$ cat src/rtl/seg_led_pkg.sv
// Shared constants for the seg_led hex-to-7-segment decoder: segment bit
// indices, the all-off/all-on masks and the active-high glyph table.
package seg_led_pkg;

    localparam int SEG_A = 0;
    localparam int SEG_B = 1;
    localparam int SEG_C = 2;
    localparam int SEG_D = 3;
    localparam int SEG_E = 4;
    localparam int SEG_F = 5;
    localparam int SEG_G = 6;

    localparam logic [6:0] SEG_OFF_HI = 7'h00;
    localparam logic [6:0] SEG_ALL_HI = 7'(1 << SEG_A) | 7'(1 << SEG_B) | 7'(1 << SEG_C)
                                      | 7'(1 << SEG_D) | 7'(1 << SEG_E) | 7'(1 << SEG_F)
                                      | 7'(1 << SEG_G);

    // Active-high gfedcba patterns; entry 0 is the rightmost element.
    localparam logic [15:0][6:0] SEG_TABLE = {
        7'h71, 7'h79, 7'h5E, 7'h39, 7'h7C, 7'h77, 7'h6F, 7'h7F,
        7'h07, 7'h7D, 7'h6D, 7'h66, 7'h4F, 7'h5B, 7'h06, 7'h3F
    };

endpackage

$ cat src/rtl/seg_led_rom.sv
// Combinational nibble-to-glyph lookup, active-high (segment lit = 1).
module seg_led_rom
    import seg_led_pkg::*;
(
    input  logic [3:0] x,
    output logic [6:0] pattern
);

    assign pattern = SEG_TABLE[x];

endmodule

$ cat src/rtl/seg_led.sv
// Registered hex-to-7-segment decoder for one common-anode display digit.
// Optional lamp-test input is compiled in when SEG_LED_LAMP_TEST_EN is defined.
module seg_led
    import seg_led_pkg::*;
#(
    parameter bit ACTIVE_LOW = 1'b1
) (
    input  logic       clk_in,
    input  logic       btn_reset,
    input  logic [3:0] x,
    input  logic       blank,
`ifdef SEG_LED_LAMP_TEST_EN
    input  logic       lamp_test,
`endif
    output logic [6:0] z
);

    localparam logic [6:0] Z_OFF = ACTIVE_LOW ? ~SEG_OFF_HI : SEG_OFF_HI;

    logic [6:0] pattern;
    logic [6:0] next_hi;
    logic [6:0] next_z;

    seg_led_rom u_rom (
        .x       (x),
        .pattern (pattern)
    );

    // NOTE: default assignment first so every path drives next_hi and no latch is inferred.
    always_comb begin
        next_hi = pattern;
        if (blank)
            next_hi = SEG_OFF_HI;
`ifdef SEG_LED_LAMP_TEST_EN
        if (lamp_test)
            next_hi = SEG_ALL_HI;
`endif
        next_z = ACTIVE_LOW ? ~next_hi : next_hi;
    end

    // NOTE: non-blocking assignment for registered state avoids simulation races between flops.
    always_ff @(posedge clk_in or negedge btn_reset) begin
        if (!btn_reset)
            z <= Z_OFF;
        else
            z <= next_z;
    end

endmodule

$ cat config.mk
export PLATFORM = sky130hd
export DESIGN_NAME = seg_led
export DESIGN_NICKNAME = d
export VERILOG_FILES = /design/src/rtl/seg_led_pkg.sv /design/src/rtl/seg_led_rom.sv /design/src/rtl/seg_led.sv
export SDC_FILE = /design/constraint.sdc
export NUM_CORES = 1
export LEC_CHECK = 0
export BUFFER_PORTS_ARGS = -buffer_cell sky130_fd_sc_hd__buf_4
export CAP_MARGIN = 15
export CORE_AREA = 2 2 39 41
export DETAILED_ROUTE_END_ITERATION = 8
export DIE_AREA = 0 0 41 43
export HOLD_SLACK_MARGIN = 0.08
export SLEW_MARGIN = 20
export SYNTH_ARGS = -nofsm -noshare
export SYNTH_HDL_FRONTEND = slang
export SYNTH_SLANG_ARGS = --single-unit
$ cat constraint.sdc
create_clock -name clk_in -period 1.8 [get_ports clk_in]
set_clock_uncertainty 0.1 [all_clocks]
set_input_delay 0.36 -clock clk_in [delete_from_list [all_inputs] [get_ports clk_in]]
set_output_delay 0.36 -clock clk_in [all_outputs]
set_load 0.05 [all_outputs]
==> results by group, run 1 <==
Worst setup path
  • Startpoint types: flip-flop
  • Critical path capture point type: output pin
  • Top delay family on crit path: flip-flops
  • Crit path largest cell delay: between 500 and 600 ps
  • Series of cell instances along the critical path: buf_4
  • Arrival time worst endpoint: 940 ps
  • Worst path buffer plus inverter count: 1
  • CP Data Required Time: ~1300 ps
  • Maximum fanout along the worst path: 1
  • Master of the slowest instance on the critical path: sky130_fd_sc_hd__dfstp_2
  • Category of the critical setup timing path: flip-flop to output pin

STA
  • Final setup violating endpoints: 0
  • Final Hold Fails: 0
  • Setup repair after global routing missed its margin: no
  • Final worst setup slack: about 400 ps
  • Minimum period implied by the final worst setup slack: 1396 ps
  • Max Clock Freq: approximately 720 MHz
  • Setup_tns: 0 ps
  • Fin. max-slew vios: 0
  • Measured slew at the worst slew-check pin: approximately 250 ps
  • Remaining max-slew budget at the tightest pin: around 83%
  • Period Utilization, post-route: approximately 78%

Pwr
  • Max VDD drop: between 0.0002 and 0.00025 V
  • Static Leakage: 0.0002735 uW
  • Power consumption: ~450 uW
  • Power density of the placed cells: about 760 nW/um2

Logic synthesis
  • Ranking of synthesized cells by area: sky130_fd_sc_hd__dfstp_2 (41%), sky130_fd_sc_hd__ha_1 (17%), sky130_fd_sc_hd__a221o_1 (4.5%)
  • Share of synthesized registers carrying an async set or reset: between 90% and 100%
  • Library cells used by synthesis: 22
  • Count of synthesis-stage warnings from yosys: 0
  • Seq/Total Area, Yosys: about two fifths
  • Primary FF master, synth: sky130_fd_sc_hd__dfstp_2
  • Synthesized Nets: 53
  • Mean area per synthesized cell: approximately 11 um2
  • Synth area leader: sky130_fd_sc_hd__dfstp_2
  • FF+latch count, synth: 7
  • Number of enable flip-flop cells after synthesis: 0
  • Cell Area, Synth: approximately 450 um2
  • Post-synthesis cell count: 40
  • Top-area cell type share of the netlist area: about two fifths

Floorplan
  • Die area: between 1500 and 2000 um2
  • Die H: about 43 um
  • Ports placed on the boundary: 14
  • Number of standard-cell rows in the floorplan: 14
  • Starting utilization of the core area: between 30% and 40%
  • Std-Cell Core Area: between 1000 and 1500 um2
  • Die width: between 40 and 50 um

GRT
  • Pin count of the biggest net entering global routing: 15
  • Number of antenna violations at the first check in global routing: 0
  • Grt ovf: 0
  • Vias in the first global route: 307
  • Total track usage: between 10% and 20%
  • Global-route wire length before repair: about 1200 um

Finish
  • Area grow syn2layout: 32.02%
  • Multi-input combinational cell area: 235.2 um2
  • Fraction of layout instances using a drive strength above 1: between 40% and 50%
  • Count of antenna diodes in the layout: 0
  • Top Registers: z (7)
  • Largest Register: z
  • Largest register FFs: 7
  • NumNets Final: slightly above 70
  • Seq. cell area: 183.9 um2
  • Number of filler cells placed in the layout: about 140
  • Final instance count without filler cells: 73

Placement
  • Number of placed instances with taps included: 68
  • Worst Setup Slack post-DPL: ~260 ps
  • HPWL after detailed placement: 662.5 um
  • Final estimated routing congestion in global placement: between 0.7 and 0.8
  • IO Port Bufs: 13

Detailed routing
  • Final routed wirelength across all metal layers: between 700 and 800 um
  • Via count of the routed design: approximately 370
  • Routed length per placed instance: about 11 um
  • DRC violations left: 0
  • Length of the first detailed-routing pass in iterations: 4
  • Starting DRT DRC Count: 3
  • Via count normalized by instance count: roughly 5.0
  • Post-route antenna net violation count: 0

Clocking
  • Clock transition at the registers of the reported paths: approximately 50 ps
  • CTS Buf Count: 3
  • Number of setup buffers added after CTS: 0
  • Num Clock Sinks: 7
  • H-tree depth: 1
  • Maximum buffer depth of the clock tree: 2
  • TritonCTS clock tree: yes
  • Clock root buffer: sky130_fd_sc_hd__clkbuf_4

Hold path
  • Class of the most critical hold timing path: input port to flip-flop

Run
  • Maximum Capacitance Violations: 0

Outcome
  • Result of the run: finished, final reports clean
==> power breakdown <==
group	leakage, uW	switching [uW]	internal (uW)	total [uW]
clock	0.0000150	49.6	84.0	134
sequential	0.0000738	2.87	179	182
combinational	0.000185	84.7	46.3	131
total	0.000274	137	309	447
==> per-layer routing <==
layer	vias up	global-route usage, %	share of wire [%]	routed length (um)
met1	167	12.01	36	281
met2	21	15.94	51	394
met5	-	0	0	0
met3	0	1.571	13	102
li1	180	-	-	-
met4	0	8.000	0	0
==> cells in the final DEF, fill, tap and decap left out <==
cell type and count:
sky130_fd_sc_hd__buf_4 13, sky130_fd_sc_hd__dfstp_2 7, sky130_fd_sc_hd__ha_1 6, sky130_fd_sc_hd__inv_1 3, sky130_fd_sc_hd__clkbuf_4 3, sky130_fd_sc_hd__mux2i_1 2, sky130_fd_sc_hd__nor2_1 2, sky130_fd_sc_hd__o21ai_0 2
sky130_fd_sc_hd__o211ai_1 2, sky130_fd_sc_hd__a221o_1 2, sky130_fd_sc_hd__inv_2 1, sky130_fd_sc_hd__nor3_1 1, sky130_fd_sc_hd__a211oi_1 1, sky130_fd_sc_hd__a311o_1 1, sky130_fd_sc_hd__or2b_1 1, sky130_fd_sc_hd__nand2b_1 1
sky130_fd_sc_hd__nand3_1 1, sky130_fd_sc_hd__nor2_2 1, sky130_fd_sc_hd__nor2b_1 1, sky130_fd_sc_hd__a21boi_0 1, sky130_fd_sc_hd__a31oi_1 1, sky130_fd_sc_hd__o311ai_1 1, sky130_fd_sc_hd__mux2_1 1, sky130_fd_sc_hd__clkbuf_1 1
sky130_fd_sc_hd__dlygate4sd3_1 1
==> synth_stat cells (2+ instances only) <==
cell                       instances
sky130_fd_sc_hd__dfstp_2           7
sky130_fd_sc_hd__ha_1              6
sky130_fd_sc_hd__inv_1             3
sky130_fd_sc_hd__a221o_1           2
sky130_fd_sc_hd__mux2i_1           2
sky130_fd_sc_hd__nor2_1            2
sky130_fd_sc_hd__o211ai_1          2
sky130_fd_sc_hd__o21ai_0           2
==> through the flow <==
step / area, um2 / hold slack (ps) / util [%]
after floorplan: 445.4 / 112.2 / -
after global placement: 551.8 / 252.9 / 39.87
after detailed placement: 551.8 / 255.1 / 39.87
after CTS: 588.1 / 257.2 / 42.50
after global routing: 588.1 / 275.8 / 42.50
final: 588.1 / 261.8 / 42.50
==> final timing paths <==
kind | start | end | slack (ps) | cells past startpoint
setup / recovery | z[0] | z[0] | 400 | 1
hold / removal | x[2] | z[3] | 260 | 2
max in group asynchronous | btn_reset | z[3] | 1030 | 2
min in group asynchronous | btn_reset | z[0] | 540 | 2
==> final cells by class <==
cell class | instances | area share, %
timing repair buffer | 14 | 18.30
sequential | 7 | 31.28
clock buffer | 4 | 4.468
inverter | 4 | 2.553
tap | 16 | 3.404
multi-input combinational | 28 | 40.00
==> cell families after synthesis <==
family	after synthesis	share of synthesized area, %
simple gates	8	9.833
fa+ha+maj	6	16.85
buf+inv	5	5.898
flops	7	41.29
mux	3	7.022
compound gates	11	19.10
==> repair_timing <==
item | CTS | global route
hold endpoints to repair | 7 | 0
gates resized for setup | 0 | 0
hold buffers | 1 | 0
Note: power is estimated with default switching activity, not from simulation.
==> inputs of run 2 (changes only) <==
clock period = 1.3 ns   (was 1.8 ns; I/O delays follow)
==> results by group, run 2 (synthesis results as in run 1) <==
Finish
  • NumNets Final: 79 (+11%)
  • Top Registers: z (7)
  • Multi-input combinational cell area: 235.2 um2 (unchanged)
  • Commonest cells after routing, fill and taps aside: sky130_fd_sc_hd__buf_4 (13), sky130_fd_sc_hd__dfstp_2 (7), sky130_fd_sc_hd__ha_1 (6)
  • Area grow syn2layout: 57.58%
  • Largest register FFs: 7 (unchanged)
  • Largest Register: z
  • Number of filler cells placed in the layout: 143 (+5.1%)
  • Fraction of layout instances using a drive strength above 1: 50.77% (+6.9 points)
  • Most frequent standard cell in the layout excluding fill and tap cells: sky130_fd_sc_hd__buf_4
  • Final instance count without filler cells: 81 (+11%)
  • Count of antenna diodes in the layout: 0 (unchanged)
  • Seq. cell area: 183.9 um2 (unchanged)

Clocking
  • TritonCTS clock tree: yes
  • H-tree depth: 1 (unchanged)
  • Num Clock Sinks: 7 (unchanged)
  • Maximum buffer depth of the clock tree: 2 (unchanged)
  • Number of setup buffers added after CTS: 0 (unchanged)
  • Clock transition at the registers of the reported paths: 50 ps (about the same)
  • Clock root buffer: sky130_fd_sc_hd__clkbuf_4
  • CTS Buf Count: 3 (unchanged)

Hold path
  • Class of the most critical hold timing path: input port to flip-flop

Worst setup path
  • Crit path largest cell delay: 530 ps (+20 ps)
  • CP Data Required Time: 940 ps (-400 ps)
  • Startpoint types: flip-flop
  • Arrival time worst endpoint: 920 ps (-20 ps)
  • Worst path buffer plus inverter count: 1 (unchanged)
  • Master of the slowest instance on the critical path: sky130_fd_sc_hd__dfstp_2
  • Top delay family on crit path: flip-flops
  • Series of cell instances along the critical path: buf_8
  • Maximum fanout along the worst path: 1 (unchanged)
  • Category of the critical setup timing path: flip-flop to output pin
  • Critical path capture point type: output pin

Detailed routing
  • Starting DRT DRC Count: 9 (+6)
  • DRC violations left: 0 (unchanged)
  • Length of the first detailed-routing pass in iterations: 4 (unchanged)
  • Via count of the routed design: 393 (+6.8%)
  • Routed length per placed instance: 10.40 um (-2.5%)
  • Via count normalized by instance count: 4.852 (-3.8%)
  • Post-route antenna net violation count: 0 (unchanged)
  • Final routed wirelength across all metal layers: 842 um (+8.2%)

Placement
  • HPWL after detailed placement: 711.5 um (+7.4%)
  • Number of placed instances with taps included: 76 (+12%)
  • IO Port Bufs: 13 (unchanged)
  • Final estimated routing congestion in global placement: 0.7673 (+0.63%)

Floorplan
  • Die H: 43 um (unchanged)
  • Die area: 1763 um2 (unchanged)
  • Ports placed on the boundary: 14 (unchanged)
  • Starting utilization of the core area: 32.19% (unchanged)
  • Std-Cell Core Area: 1384 um2 (unchanged)
  • Die width: 41 um (unchanged)
  • Number of standard-cell rows in the floorplan: 14 (unchanged)

Outcome
  • Result of the run: finished, final reports clean

STA
  • Period Utilization, post-route: between 90% and 100%
  • Final setup violating endpoints: 0 (unchanged)
  • Remaining max-slew budget at the tightest pin: 82.63% (-0.62 points)
  • Final Hold Fails: 0 (unchanged)
  • Fin. max-slew vios: 0 (unchanged)
  • Max Clock Freq: between 700 and 800 MHz
  • Setup repair after global routing missed its margin: yes
  • Measured slew at the worst slew-check pin: 256.6 ps (+9.099 ps)
  • Minimum period implied by the final worst setup slack: around 1300 ps

GRT
  • Number of antenna violations at the first check in global routing: 0 (unchanged)
  • Pin count of the biggest net entering global routing: 13 (-2)
  • Global-route wire length before repair: 1442 um (+19%)
  • Vias in the first global route: 352 (+15%)
  • Total track usage: 12.60% (+2.2 points)
  • Grt ovf: 0 (unchanged)

Pwr
  • Max VDD drop: 0.0002687 V (+23%)
  • Power density of the placed cells: 956.7 nW/um2 (+26%)
  • Static Leakage: 0.0003327 uW (+22%)
  • Power consumption: 671.5 uW (+50%)

Run
  • Maximum Capacitance Violations: 0 (unchanged)
## run 2: changes by cell type in the layout (fill, tap and decap cells not counted), sizes merged
cell	before	now
buf	13	21
## run 2: per-layer routing
metal,part of all wire [%],vias up,GRT usage [%]
met2,47,18,17.81
met4,3.7,0,12.00
met5,0,-,0
met1,41,177,15.31
li1,-,195,-
met3,7.8,3,1.571
## run 2: cell type report
class	instances	area share, %
timing repair buffer	22	31.55
tap	16	2.852
multi-input combinational	28	33.51
inverter	4	2.139
sequential	7	26.20
clock buffer	4	3.743
## run 2: final timing paths
| path | from | endpoint | slack, ps | cells past startpoint |
|---|---|---|---|---|
| worst max-delay path | z[5] | z[5] | 20 | 1 |
| worst min-delay path | x[2] | z[3] | 150 | 2 |
| max in group asynchronous | btn_reset | z[5] | 640 | 2 |
| min in group asynchronous | btn_reset | z[3] | 440 | 2 |
## run 2: what timing repair did
| action | CTS | global route |
|---|---|---|
| pin swaps | 0 | 0 |
| endpoints found under the setup margin | 7 | 4 |
| hold buffers | 1 | 0 |
| gates resized for setup | 7 | 4 |
| endpoints found under the hold margin | 7 | 0 |
## run 2: per-stage QoR
stage / setup WS (ps) / instance area, um2 / hold slack (ps) / utilization (%) / TNS [ps]
floorplan: 29.99 / 445.4 / 12.16 / - / 0
global placement: -92.83 / 624.3 / 151.7 / 45.12 / -180.7
detailed placement: -93.76 / 624.3 / 155.2 / 45.12 / -197.2
CTS: 3.663 / 686.9 / 138.9 / 49.64 / 0
global route: -13.66 / 701.9 / 160.4 / 50.72 / -39.06
finish: 22.44 / 701.9 / 150.4 / 50.72 / 0
## run 2: where the power goes
part           leakage, uW  total, uW  switching, uW  internal, uW
registers        0.0000738        258           9.16           248
logic             0.000244        223            121           102
clock network    0.0000150        191           74.4           117
==> inputs of run 3 (changes only) <==
BUFFER_PORTS_ARGS = -buffer_cell sky130_fd_sc_hd__buf_2   (was -buffer_cell sky130_fd_sc_hd__buf_4)
CORE_AREA = 10 10 47 49   (was 2 2 39 41)
DIE_AREA = 0 0 57 59   (was 0 0 41 43)
==> results by group, run 3 (synthesis results as in run 1) <==
Worst setup path
  • Category of the critical setup timing path: flip-flop to output pin
  • CP Data Required Time: 940 ps (about the same)
  • Crit path largest cell delay: 530 ps (about the same)
  • Top delay family on crit path: flip-flops
  • Worst path buffer plus inverter count: 1 (unchanged)
  • Series of cell instances along the critical path: buf_8
  • Master of the slowest instance on the critical path: sky130_fd_sc_hd__dfstp_2
  • Arrival time worst endpoint: 920 ps (about the same)
  • Maximum fanout along the worst path: 1 (unchanged)
  • Critical path capture point type: output pin
  • Startpoint types: flip-flop

Outcome
  • Result of the run: finished, final reports clean

Floorplan
  • Number of standard-cell rows in the floorplan: 14 (unchanged)
  • Ports placed on the boundary: 14 (unchanged)
  • Die H: 59 um (+37%)
  • Die width: 57 um (+39%)
  • Starting utilization of the core area: 31.79% (-0.40 points)
  • Die area: 3363 um2 (+91%)
  • Std-Cell Core Area: 1401 um2 (+1.3%)

Hold path
  • Sink of the worst hold path: z[3]
  • Hold_sp: x[2]
  • Cell count of the worst hold path: 2 (unchanged)
  • Class of the most critical hold timing path: input port to flip-flop

Pwr
  • Max VDD drop: 0.0003032 V (+13%)
  • Combinational Power Share: 32.9% (-0.3 points)
  • Static Leakage: 0.0003274 uW (-1.6%)
  • Proportion of total power due to net switching: 30.91% (+0.44 points)
  • Switching power summed over all nets: 206.5 uW (+0.92%)
  • Power density of the placed cells: 972.6 nW/um2 (+1.7%)
  • Clock group share of total power: 28.5% (about the same)
  • Power consumption: 668.1 uW (-0.51%)
  • Internal power of the cells: 461.6 uW (-1.1%)
  • Part of the total power dissipated in sequential elements: 38.5% (about the same)

Clocking
  • TritonCTS clock tree: yes
  • Num Clock Sinks: 7 (unchanged)
  • H-tree depth: 1 (unchanged)
  • Clock transition at the registers of the reported paths: 50 ps (about the same)
  • CTS Buf Count: 3 (unchanged)
  • Maximum buffer depth of the clock tree: 2 (unchanged)
  • Clock root buffer: sky130_fd_sc_hd__clkbuf_4
  • Number of setup buffers added after CTS: 0 (unchanged)

STA
  • Setup repair after global routing missed its margin: yes
  • Minimum period implied by the final worst setup slack: 1277 ps (-0.7294 ps)
  • Final worst setup slack: 23.17 ps (+0.7294 ps)
  • Fin. max-slew vios: 0 (unchanged)
  • Max Clock Freq: 783.2 MHz (about the same)
  • Setup_tns: 0 ps (unchanged)
  • Measured slew at the worst slew-check pin: 306.8 ps (+50.19 ps)
  • Period Utilization, post-route: 98.22% (about the same)
  • Remaining max-slew budget at the tightest pin: 79.23% (-3.4 points)
  • Final setup violating endpoints: 0 (unchanged)
  • Final Hold Fails: 0 (unchanged)

Finish
  • NumNets Final: 79 (unchanged)
  • Largest register FFs: 7 (unchanged)
  • Number of filler cells placed in the layout: 142 (-0.70%)
  • Post-route cell area: 686.9 um2 (-2.1%)
  • Commonest cells after routing, fill and taps aside: sky130_fd_sc_hd__buf_4 (7), sky130_fd_sc_hd__dfstp_2 (7), sky130_fd_sc_hd__ha_1 (6), sky130_fd_sc_hd__buf_2 (6), sky130_fd_sc_hd__buf_8 (4)
  • Largest Register: z
  • Seq. cell area: 183.9 um2 (unchanged)
  • Count of antenna diodes in the layout: 0 (unchanged)
  • Share of the core filled with cells in the final layout: 49.02% (-1.7 points)
  • Top Registers: z (7)
  • Area grow syn2layout: 54.21%
  • Fraction of layout instances using a drive strength above 1: 50.77% (unchanged)
  • Multi-input combinational cell area: 235.2 um2 (unchanged)

GRT
  • Number of antenna violations at the first check in global routing: 0 (unchanged)
  • Global-route wire length before repair: 1821 um (+26%)
  • Total track usage: 6.754% (-5.8 points)
  • Grt ovf: 0 (unchanged)
  • Vias in the first global route: 420 (+19%)
  • Pin count of the biggest net entering global routing: 14 (+1)

Placement
  • IO Port Bufs: 13 (unchanged)
  • Instance area after placement: 591.8 um2 (-5.2%)
  • HPWL after detailed placement: 801.2 um (+13%)
  • Final estimated routing congestion in global placement: 0.8097 (+5.5%)
  • Worst Setup Slack post-DPL: -133.7 ps (-39.90 ps)

Detailed routing
  • DRC violations left: 0 (unchanged)
  • Post-route antenna net violation count: 0 (unchanged)
  • Routed length per placed instance: 12.23 um (+18%)
  • Via count normalized by instance count: 4.691 (-3.3%)
  • Final routed wirelength across all metal layers: 991 um (+18%)
  • Via count of the routed design: 380 (-3.3%)
  • Length of the first detailed-routing pass in iterations: 1 (-3)
  • Starting DRT DRC Count: 0 (-9)

Run
  • Maximum Capacitance Violations: 0 (unchanged)
==> run 3: changes by cell type in the layout (fill, tap and decap cells not counted) <==
| cell | before | now |
|---|---|---|
| sky130_fd_sc_hd__buf_4 | 13 | 7 |
| sky130_fd_sc_hd__buf_2 | 0 | 6 |
==> run 3: stage by stage <==
stage,cells,hold slack (ps)
6_report,81,202.2
5_1_grt,81,215.1
4_1_cts,81,188.8
3_5_place_dp,76,207.6
3_3_place_gp,76,192.1
2_1_floorplan,40,12.16
==> run 3: how the worst max path moves through the flow <==
stage          startpoint  endpoint  slack (ps)  cells past startpoint
2_1_floorplan        x[0]      z[6]          30                      4
3_3_place_gp         x[0]      z[6]         -80                      5
3_5_place_dp         x[1]      z[0]        -130                      6
4_1_cts              z[0]      z[0]           7                      1
5_1_grt              z[1]      z[1]         -10                      1
6_report             z[6]      z[6]          20                      1
==> run 3: power by group through the flow <==
stage,registers (uW),clock network (uW),logic [uW]
4_1_cts,256,204,214
6_report,257,191,220
3_5_place_dp,254,0,190
3_3_place_gp,253,0,187
2_1_floorplan,321,0,55.2
5_1_grt,259,221,237
==> run 3: what timing repair did <==
item	CTS	global route
endpoints found under the setup margin	7	7
resized for setup	14	4
endpoints found under the hold margin	7	0
hold buffers	1	0
==> run 3: routing by layer <==
metal / vias to the layer above / GRT usage [%] / part of all wire, %
met4: 0 / 7.047 / 2.6
met5: - / 0 / 0
met1: 168 / 6.561 / 44
met3: 2 / 2.575 / 8.0
li1: 195 / - / -
met2: 15 / 10.54 / 45
==> run 3: area by class of cell <==
cell class	instances	share of cell area, %
Multi-Input combinational cell	28	34.24
Timing Repair Buffer	22	30.05
Sequential cell	7	26.78
Clock buffer	4	3.825
Tap cell	16	2.914
Inverter	4	2.186
